**config.mk**
```make
export PLATFORM = sky130hd
export DESIGN_NAME = spare_logic_monitor_flat
export DESIGN_NICKNAME = d
export VERILOG_FILES = /design/src/rtl/spare_logic_monitor_if.sv /design/src/rtl/spare_logic_monitor.sv /design/src/flat_wrapper.sv
export SDC_FILE = /design/constraint.sdc
export NUM_CORES = 1
export LEC_CHECK = 0
export BUFFER_PORTS_ARGS = -buffer_cell sky130_fd_sc_hd__clkbuf_2
export CORE_ASPECT_RATIO = 1.5
export CORE_MARGIN = 2
export CORE_UTILIZATION = 56
export CTS_CLUSTER_SIZE = 12
export DETAILED_ROUTE_END_ITERATION = 6
export GPL_TIMING_DRIVEN = 0
export PLACE_DENSITY = 0.78
export SLEW_MARGIN = 5
export SYNTH_ARGS = -nofsm -noshare
export SYNTH_HDL_FRONTEND = slang
export SYNTH_HIERARCHICAL = 1
export SYNTH_SLANG_ARGS = --single-unit
export TNS_END_PERCENT = 1
```
**constraint.sdc**
```tcl
create_clock -name clock -period 14.4 [get_ports clock]
set_clock_uncertainty 0.05 [all_clocks]
set_input_delay 0.72 -clock clock [delete_from_list [all_inputs] [get_ports clock]]
set_output_delay 0.72 -clock clock [all_outputs]
set_load 0.02 [all_outputs]
```
**src/rtl/spare_logic_monitor_if.sv**
```systemverilog
// Status/handshake bundle between the management side and the spare logic monitor.
// Carries the trigger inputs, the raw spare-block taps and the scan results.
interface spare_logic_monitor_if #(
    parameter int N_BLOCKS = 4,
    parameter int CNT_W    = 8
);
    logic                    start;
    logic                    auto_en;
    logic [27*N_BLOCKS-1:0]  spare_xz;
    logic [4*N_BLOCKS-1:0]   spare_xi;
    logic [N_BLOCKS-1:0]     spare_xib;
    logic [2*N_BLOCKS-1:0]   spare_xna;
    logic [2*N_BLOCKS-1:0]   spare_xno;
    logic [2*N_BLOCKS-1:0]   spare_xmx;
    logic [2*N_BLOCKS-1:0]   spare_xfq;
    logic [2*N_BLOCKS-1:0]   spare_xfqn;
    logic                    busy;
    logic                    done;
    logic                    result_valid;
    logic                    pass;
    logic [N_BLOCKS-1:0]     fail_map;
    logic [CNT_W-1:0]        err_count;
    logic [3:0]              first_blk;
    logic [5:0]              first_bit;

    modport master (
        output start, auto_en, spare_xz, spare_xi, spare_xib, spare_xna,
               spare_xno, spare_xmx, spare_xfq, spare_xfqn,
        input  busy, done, result_valid, pass, fail_map, err_count,
               first_blk, first_bit
    );

    modport slave (
        input  start, auto_en, spare_xz, spare_xi, spare_xib, spare_xna,
               spare_xno, spare_xmx, spare_xfq, spare_xfqn,
        output busy, done, result_valid, pass, fail_map, err_count,
               first_blk, first_bit
    );
endinterface

```
**src/rtl/spare_logic_monitor.sv**
```systemverilog
// Periodic integrity checker for ECO spare logic: synchronises every spare tap,
// scans one block per cycle against its fixed pattern and latches the results.
module spare_block_check (
    input  logic [26:0] xz,
    input  logic [3:0]  xi,
    input  logic        xib,
    input  logic [1:0]  xna,
    input  logic [1:0]  xno,
    input  logic [1:0]  xmx,
    input  logic [1:0]  xfq,
    input  logic [1:0]  xfqn,
    output logic [39:0] mask
);
    // Flop state itself is free; only Q/Q_N complementarity is checked.
    assign mask = {~(xfq ^ xfqn), xmx, ~xno, ~xna, ~xib, ~xi, xz};
endmodule

module spare_logic_monitor #(
    parameter int N_BLOCKS      = 4,
    parameter int SETTLE_CYCLES = 4,
    parameter int PERIOD        = 1024,
    parameter int CNT_W         = 8
) (
    input  logic                   clock,
    input  logic                   reset,
    spare_logic_monitor_if.slave   bus
);
    localparam int RW     = 42*N_BLOCKS;
    localparam int O_XI   = 27*N_BLOCKS;
    localparam int O_XIB  = 31*N_BLOCKS;
    localparam int O_XNA  = 32*N_BLOCKS;
    localparam int O_XNO  = 34*N_BLOCKS;
    localparam int O_XMX  = 36*N_BLOCKS;
    localparam int O_XFQ  = 38*N_BLOCKS;
    localparam int O_XFQN = 40*N_BLOCKS;
    localparam int IDX_W  = (N_BLOCKS > 1) ? $clog2(N_BLOCKS) : 1;
    localparam int SET_W  = $clog2(SETTLE_CYCLES + 1);
    localparam int PER_W  = $clog2(PERIOD + 1);
    localparam int SUM_W  = ((CNT_W > 6) ? CNT_W : 6) + 1;
    localparam logic [CNT_W-1:0] CNT_MAX = {CNT_W{1'b1}};

    // Synchronisers come out of reset holding the good pattern (Q_N high, Q low).
    localparam logic [RW-1:0] SYNC_RST = {{(2*N_BLOCKS){1'b1}}, {(4*N_BLOCKS){1'b0}},
                                          {(4*N_BLOCKS){1'b1}}, {N_BLOCKS{1'b1}},
                                          {(4*N_BLOCKS){1'b1}}, {(27*N_BLOCKS){1'b0}}};

    typedef enum logic [1:0] {IDLE, SETTLE, SCAN, DONE} state_t;

    state_t                        state_q, state_d;
    logic [RW-1:0]                 raw, s1, s2;
    logic [N_BLOCKS-1:0][39:0]     masks;
    logic [39:0]                   cur;
    logic [5:0]                    pop, low;
    logic [SUM_W-1:0]              sum;
    logic [IDX_W-1:0]              blk_idx;
    logic [SET_W-1:0]              settle_cnt;
    logic [PER_W-1:0]              per_cnt;
    logic                          auto_trig, found;
    logic                          done_q, valid_q, pass_q;
    logic [N_BLOCKS-1:0]           fail_map_q;
    logic [CNT_W-1:0]              err_q;
    logic [3:0]                    first_blk_q;
    logic [5:0]                    first_bit_q;

    assign raw = {bus.spare_xfqn, bus.spare_xfq, bus.spare_xmx, bus.spare_xno,
                  bus.spare_xna, bus.spare_xib, bus.spare_xi, bus.spare_xz};

    always_ff @(posedge clock or posedge reset) begin
        if (reset) begin
            s1 <= SYNC_RST;
            s2 <= SYNC_RST;
        end else begin
            s1 <= raw;
            s2 <= s1;
        end
    end

    for (genvar b = 0; b < N_BLOCKS; b++) begin : g_blk
        spare_block_check u_chk (
            .xz   (s2[27*b +: 27]),
            .xi   (s2[O_XI + 4*b +: 4]),
            .xib  (s2[O_XIB + b]),
            .xna  (s2[O_XNA + 2*b +: 2]),
            .xno  (s2[O_XNO + 2*b +: 2]),
            .xmx  (s2[O_XMX + 2*b +: 2]),
            .xfq  (s2[O_XFQ + 2*b +: 2]),
            .xfqn (s2[O_XFQN + 2*b +: 2]),
            .mask (masks[b])
        );
    end

    assign cur = masks[blk_idx];

    always_comb begin
        pop = '0;
        low = '0;
        for (int k = 0; k < 40; k++) pop = pop + 6'(cur[k]);
        for (int k = 39; k >= 0; k--) if (cur[k]) low = 6'(k);
        sum = SUM_W'(err_q) + SUM_W'(pop);
    end

    assign auto_trig = (state_q == IDLE) && bus.auto_en && (per_cnt == PER_W'(PERIOD - 1));

    always_comb begin
        state_d = state_q;
        case (state_q)
            IDLE:    if (bus.start || auto_trig) state_d = SETTLE;
            SETTLE:  if (settle_cnt == SET_W'(SETTLE_CYCLES - 1)) state_d = SCAN;
            SCAN:    if (blk_idx == IDX_W'(N_BLOCKS - 1)) state_d = DONE;
            default: state_d = IDLE;
        endcase
    end

    always_ff @(posedge clock or posedge reset) begin
        if (reset) state_q <= IDLE;
        else       state_q <= state_d;
    end

    always_ff @(posedge clock or posedge reset) begin
        if (reset) begin
            per_cnt     <= '0;
            settle_cnt  <= '0;
            blk_idx     <= '0;
            found       <= 1'b0;
            done_q      <= 1'b0;
            valid_q     <= 1'b0;
            pass_q      <= 1'b0;
            fail_map_q  <= '0;
            err_q       <= '0;
            first_blk_q <= '0;
            first_bit_q <= '0;
        end else begin
            per_cnt    <= (state_q == IDLE && bus.auto_en && !auto_trig) ? per_cnt + 1'b1 : '0;
            settle_cnt <= (state_q == SETTLE) ? settle_cnt + 1'b1 : '0;
            blk_idx    <= (state_q == SCAN) ? blk_idx + 1'b1 : '0;
            done_q     <= (state_q == DONE);
            if (state_q == IDLE && state_d == SETTLE) begin
                fail_map_q  <= '0;
                err_q       <= '0;
                first_blk_q <= '0;
                first_bit_q <= '0;
                found       <= 1'b0;
            end
            if (state_q == SCAN) begin
                fail_map_q[blk_idx] <= |cur;
                err_q <= (sum > SUM_W'(CNT_MAX)) ? CNT_MAX : CNT_W'(sum);
                if (!found && |cur) begin
                    found       <= 1'b1;
                    first_blk_q <= 4'(blk_idx);
                    first_bit_q <= low;
                end
            end
            if (state_q == DONE) begin
                valid_q <= 1'b1;
                pass_q  <= (fail_map_q == '0);
            end
        end
    end

    assign bus.busy         = (state_q != IDLE);
    assign bus.done         = done_q;
    assign bus.result_valid = valid_q;
    assign bus.pass         = pass_q;
    assign bus.fail_map     = fail_map_q;
    assign bus.err_count    = err_q;
    assign bus.first_blk    = first_blk_q;
    assign bus.first_bit    = first_bit_q;
endmodule

```
**src/flat_wrapper.sv**
```systemverilog
// flat-port wrapper written by rule: the top's interface ports become plain ports
module spare_logic_monitor_flat 
#(
    parameter int N_BLOCKS      = 4,
    parameter int SETTLE_CYCLES = 4,
    parameter int PERIOD        = 1024,
    parameter int CNT_W         = 8
)
  (clock, reset, bus_start, bus_auto_en, bus_spare_xz, bus_spare_xi, bus_spare_xib, bus_spare_xna, bus_spare_xno, bus_spare_xmx, bus_spare_xfq, bus_spare_xfqn, bus_busy, bus_done, bus_result_valid, bus_pass, bus_fail_map, bus_err_count, bus_first_blk, bus_first_bit);
  spare_logic_monitor_if #(.N_BLOCKS(N_BLOCKS), .CNT_W(CNT_W)) bus_i ();
  input  logic clock;
  input  logic reset;
  input wire logic [$bits(bus_i.start)-1:0] bus_start;
  input wire logic [$bits(bus_i.auto_en)-1:0] bus_auto_en;
  input wire logic [$bits(bus_i.spare_xz)-1:0] bus_spare_xz;
  input wire logic [$bits(bus_i.spare_xi)-1:0] bus_spare_xi;
  input wire logic [$bits(bus_i.spare_xib)-1:0] bus_spare_xib;
  input wire logic [$bits(bus_i.spare_xna)-1:0] bus_spare_xna;
  input wire logic [$bits(bus_i.spare_xno)-1:0] bus_spare_xno;
  input wire logic [$bits(bus_i.spare_xmx)-1:0] bus_spare_xmx;
  input wire logic [$bits(bus_i.spare_xfq)-1:0] bus_spare_xfq;
  input wire logic [$bits(bus_i.spare_xfqn)-1:0] bus_spare_xfqn;
  output wire logic [$bits(bus_i.busy)-1:0] bus_busy;
  output wire logic [$bits(bus_i.done)-1:0] bus_done;
  output wire logic [$bits(bus_i.result_valid)-1:0] bus_result_valid;
  output wire logic [$bits(bus_i.pass)-1:0] bus_pass;
  output wire logic [$bits(bus_i.fail_map)-1:0] bus_fail_map;
  output wire logic [$bits(bus_i.err_count)-1:0] bus_err_count;
  output wire logic [$bits(bus_i.first_blk)-1:0] bus_first_blk;
  output wire logic [$bits(bus_i.first_bit)-1:0] bus_first_bit;
  assign bus_i.start = bus_start;
  assign bus_i.auto_en = bus_auto_en;
  assign bus_i.spare_xz = bus_spare_xz;
  assign bus_i.spare_xi = bus_spare_xi;
  assign bus_i.spare_xib = bus_spare_xib;
  assign bus_i.spare_xna = bus_spare_xna;
  assign bus_i.spare_xno = bus_spare_xno;
  assign bus_i.spare_xmx = bus_spare_xmx;
  assign bus_i.spare_xfq = bus_spare_xfq;
  assign bus_i.spare_xfqn = bus_spare_xfqn;
  assign bus_busy = bus_i.busy;
  assign bus_done = bus_i.done;
  assign bus_result_valid = bus_i.result_valid;
  assign bus_pass = bus_i.pass;
  assign bus_fail_map = bus_i.fail_map;
  assign bus_err_count = bus_i.err_count;
  assign bus_first_blk = bus_i.first_blk;
  assign bus_first_bit = bus_i.first_bit;
  spare_logic_monitor #(.N_BLOCKS(N_BLOCKS), .SETTLE_CYCLES(SETTLE_CYCLES), .PERIOD(PERIOD), .CNT_W(CNT_W)) u_core (.clock(clock), .reset(reset), .bus(bus_i));
endmodule
```
# Word-level counts from Yosys, hierarchy flattened
# Cells that the tools add are included.
# totals
output_inout_bits	26
register_bits	380
input_bits	172
# classes
mux	66
eq_ne	7
magnitude_cmp	3
n_reduce_logical	14
n_addsub	43
n_bitwise	24
# ops
cell	n
$mux 6	43
$add 6x1->6	38
$bmux 40 s2	1
$mux 40	1
$reduce_or 40->1	1
$mux 8	3
$not 2->2	12
$mux 4	5
$not 4->4	4
$add 11x1->11 const B	1
$eq 11x10->1 const B	1
$mux 11	1
$add 8x6->9	1
$gt 9x8->1 const B	1
$mux 2	4
$xor 2x2->2	4
$eq 2x2->1 const B	3
$logic_and 1x1->1	6
$pmux 2 s3	1
$bwmux 4	1
$eq 2x1->1 const B	2
$logic_not 4->1	1
$mux 1	4
$not 1->1	4
12 further kinds	14

# Logic depth before layout (Yosys ltp)
# depth
word_depth	47
depth_mapped	25
depth_no_buf	22

# Modules after synthesis
# Netlist, hierarchy kept.
# by_module_without_submodules
module	instances	cells_each	area_per_inst_um2	seq_area_each_um2
spare_logic_monitor	1	762	13056.3	9619.2
spare_block_check	4	40	269.0	0.0

# Worst setup path before layout
# No wires, ideal clock.
# synth_timing
path_kind	flip-flop to flip-flop
start	reg u_core.blk_idx[0]
end	reg u_core.err_q[0], in the netlist u_core/bus.err_count[0]
stages_incl_launch_ff	25
arrival_time_ns	7.137
period_less_slack_ns	7.269
slack_ns	7.131
path_cell_list	dfrtp_1 -> buf_6 -> buf_8 -> buf_4 -> buf_2 -> mux4_2 -> fa_1 -> inv_1 -> fa_1 -> fa_1 -> inv_1 -> fa_1 -> inv_1 -> fa_1 -> fa_1 -> fa_1 -> fa_1 -> fa_1 -> nor2b_1 -> o21ai_0 -> a21boi_0 -> o21ai_0 -> a21oi_1 -> nor2_1 -> a31oi_1
# synth_via
elab_chain_len	45
word_cells_on_any_way	51
cone_classes	40 x add/sub; 1 x order compare; 2 x eq/ne; 6 x mux; 2 x reduce/logical
# synth_rtl
element	line_no	text
start, declared	spare_logic_monitor.sv:55	logic [IDX_W-1:0] blk_idx;
start signal, assigned	spare_logic_monitor.sv:135	blk_idx <= (state_q == SCAN) ? blk_idx + 1'b1 : '0;
$bmux 40 s2	spare_logic_monitor.sv:92	assign cur = masks[blk_idx];
$mux 40 (not written as such)	spare_logic_monitor.sv:92	
$add 1x1->2	spare_logic_monitor.sv:97	for (int k = 0; k < 40; k++) pop = pop + 6'(cur[k]);
$add 6x1->6 (38 in series)	spare_logic_monitor.sv:97	
$add 8x6->9	spare_logic_monitor.sv:99	sum = SUM_W'(err_q) + SUM_W'(pop);
$gt 9x8->1	spare_logic_monitor.sv:146	err_q <= (sum > SUM_W'(CNT_MAX)) ? CNT_MAX : CNT_W'(sum);
$mux 8	spare_logic_monitor.sv:146	
$mux 8	spare_logic_monitor.sv:144	if (state_q == SCAN) begin
end signal, assigned	spare_logic_monitor.sv:146	
end, declared	spare_logic_monitor.sv:61	logic [CNT_W-1:0] err_q;
# Several ways; a longest one is shown, not always the timed one. The select of a mux whose other input is x is not followed.
# A chain may end at the register's enable or synchronous reset.

# Worst setup path in the final report
# layout_timing
start	reg u_core.blk_idx[1]
end	reg u_core.err_q[7], in the netlist u_core/bus.err_count[7]
# The elaborated chain is that of the path after synthesis.

==> flow_summary.json <==
{
  "status": "complete, no violations",
  "cts_resized": 0,
  "io_buffers": 197,
  "crit_end": "u_core/bus.err_count[7]",
  "cp_top_family": "adder cells",
  "yosys.area.top_type": "dfrtp_1",
  "fin_crit_sh_pct": 57.4,
  "grt_antenna_before_repair": 0,
  "drt-initial-drc-count": 322,
  "rr_worst_depth": 23,
  "crit_type": "register to register",
  "die_y_um": 199,
  "final_common_cell": "dfrtp_1",
  "crit_fanout": 10,
  "cp_num_buf_inv": 6,
  "postRouteAntennaNets": 0,
  "dr_total_vias": 7372,
  "cpPeakStageDelay_ps": 630,
  "synth-edff-count": 0,
  "critical_path.endpoint_type": "register",
  "io_pins": 198,
  "cts_tree": "built",
  "synth-seq-cells": 380,
  "cp.depth": 23,
  "placementRows": 71,
  "multi_input_area_um2": 3180,
  "coreArea_um2": 25000,
  "placed_cell_area_um2": 15600,
  "routed_wl_um": 25300,
  "grt_usage_pct": 20.1,
  "power.density_nw_per_um2": 228,
  "dpl.cell_count": 1449,
  "async_flop_share_pct": 100,
  "syn2layout_area_growth_pct": 18.3,
  "die_x_um": 134,
  "crit_path_start_kind": "register",
  "pwr-share-comb_pct": 45.6,
  "switchingPower_w": 0.00134,
  "dr.pass1.iters": 7,
  "p_leak_nw": 7.99,
  "finalHoldViolations": 0,
  "topRoutingLayerUsed": "met4",
  "dpl.hpwl_um": 18600,
  "die_area_um2": 26500,
  "slowest_stage": "clkbuf_1",
  "via_per_inst": 4.88,
  "power_w": 0.00382,
  "yosys_warnings": 6,
  "grt_pass1_vias": 8146,
  "post_drt_wl_per_cell_um": 16.7,
  "clk_pin_slew_worst_paths_ps": 60,
  "numCtsBuffers": 38,
  "seq_area_um2": 9620,
  "fin_crit_ps": 8270,
  "synth_ff_type": "dfrtp_1",
  "hp-class": "input pin to register",
  "slew_headroom_pct": 49.0,
  "cts_setup_buffers": 0,
  "ir_drop_mv": 0.395,
  "path_cells": "clkbuf_1 -> buf_2 -> buf_2 -> mux4_2 -> fa_1 -> inv_1 -> fa_1 -> fa_1 -> inv_1 -> fa_1 -> inv_1 -> fa_1 -> fa_1 -> fa_1 -> fa_1 -> fa_1 -> nor2b_1 -> o21ai_0 -> a21boi_0 -> o21ai_0 -> a21oi_1 -> nor2_1 -> a31oi_1",
  "max_cap_violations": 0,
  "drc": 0,
  "drv_slew": 0,
  "final_cells": 1512,
  "diodes": 0,
  "grt_overflow_total": 0,
  "path_common_cell": "fa_1",
  "timing.rr.end": "u_core/bus.err_count[7]",
  "syn_area_um2": 14100,
  "p_int_w": 0.00247,
  "cp-startpoint": "u_core/blk_idx[1]",
  "fin_area_um2": 16700,
  "p_clk_share_pct": 23.4,
  "gp_congestion": 0.842,
  "swShare_pct": 35.2,
  "tightest_slew_ps": 765,
  "fmax_ghz": 0.121,
  "finalNetCount": 1395,
  "yosysSeqAreaShare_pct": 68.1,
  "holdBufCountCts": 0,
  "dr_wl_met2_um": 14300,
  "reg2reg_from": "u_core/blk_idx[1]",
  "yosysTopAreaCellShare_pct": 51.7,
  "crit_required_ps": 14780,
  "synth_area_leaders": "dfrtp_1, dfstp_2, mux4_2",
  "reg2reg_slack_ps": 6130,
  "grt_pass1_wl_um": 40100,
  "avgSynthCellArea_um2": 15.3,
  "setup-violations-final": 0,
  "wl_met1_um": 8930,
  "grt_max_degree": 141,
  "cts_root_buffer": "clkbuf_16",
  "rsz0062_at_grt": "false",
  "start_util_pct": 56.6,
  "critPathArrivalTime_ps": 8650,
  "cts.sinks": 380,
  "yosysUniqueCellTypes": 54,
  "fillers": 1721,
  "p_seq_share_pct": 31.0,
  "wl_met3_um": 1040,
  "synthesis.instances": 922,
  "final_cell_mix": "dfrtp_1, clkbuf_2, buf_4",
  "drive_gt1_share_pct": 42.8,
  "clock_latency_ps": 520,
  "synth_nets": 1156,
  "cts.htree.levels": 2,
  "clock_path_buffers": 3,
  "fin_tns_setup_ps": 0,
  "hold_ws_ps": 229
}
worst min path at each step:
stage,start,end,slack (ps),depth (start not counted)
floorplan,u_core/s1[0],u_core/s2[0],280,0
global placement,u_core/s1[36],u_core/s2[36],280,0
detailed placement,u_core/s1[105],u_core/s2[105],280,0
CTS,bus_spare_xfqn[3],u_core/s1[163],200,1
global route,bus_spare_xno[5],u_core/s1[141],200,1
finish,bus_spare_xno[2],u_core/s1[138],230,1
Yosys cell counts (7+ instances only):
cell type / instances
nor2_1: 36
o21ai_0: 18
dfstp_2: 88
dfrtp_1: 292
fa_1: 33
nand2_1: 14
xnor2_1: 16
inv_1: 99
a31oi_1: 8
mux4_2: 40
a21oi_1: 19
nand3_1: 19
buf_4: 118
nor4_1: 7
ha_1: 29
nor3_1: 8
power by group through the flow:
stage / Sequential, W / Combinational (W) / Clock [W]
2_1_floorplan: 0.00121 / 0.00134 / 0
3_3_place_gp: 0.00120 / 0.00170 / 0
3_5_place_dp: 0.00120 / 0.00174 / 0
4_1_cts: 0.00118 / 0.00175 / 0.000918
5_1_grt: 0.00119 / 0.00198 / 0.000962
6_report: 0.00118 / 0.00174 / 0.000894
sequential cells by signal, indices dropped and copies added, names as in the netlist, 3 cells and up:
signal,flops
u_core/bus.err_count,8
u_core/s2,168
u_core/per_cnt,11
u_core/s1,168
u_core/bus.first_bit,6
u_core/bus.fail_map,4
u_core/settle_cnt,3
u_core/bus.first_blk,4
logic make-up (layout without fill, tap and decap cells):
kind of cell | after synthesis | count (layout) | synth area share, %
fa+ha+maj | 62 | 62 | 7.24
buf+inv | 229 | 491 | 9.46
compound gates | 68 | 68 | 2.97
mux | 42 | 42 | 6.52
simple gates | 120 | 120 | 4.44
xor+xnor | 21 | 21 | 1.30
flops | 380 | 380 | 68.1
cell type report:
class / instances / share of cell area [%]
Tap cell: 328 / 2.46
Sequential cell: 380 / 57.5
Clock inverter: 5 / 0.412
Timing Repair Buffer: 199 / 6.23
Clock buffer: 58 / 6.32
Multi-Input combinational cell: 313 / 19.0
Buffer: 130 / 5.77
Inverter: 99 / 2.27
stage by stage:
stage / worst slack (ps) / util, %
CTS: 6100 / 67.0
finish: 6130 / 67.0
detailed placement: 6130 / 62.5
floorplan: 3220 / -
global route: 5750 / 67.0
global placement: 392 / 62.2
routing by layer:
layer	up-vias	track usage, %
li1	3373	-
met4	0	9.22
met1	3716	22.1
met2	214	37.8
met3	69	3.52
met5	-	0
(Power assumes the default switching activity.)
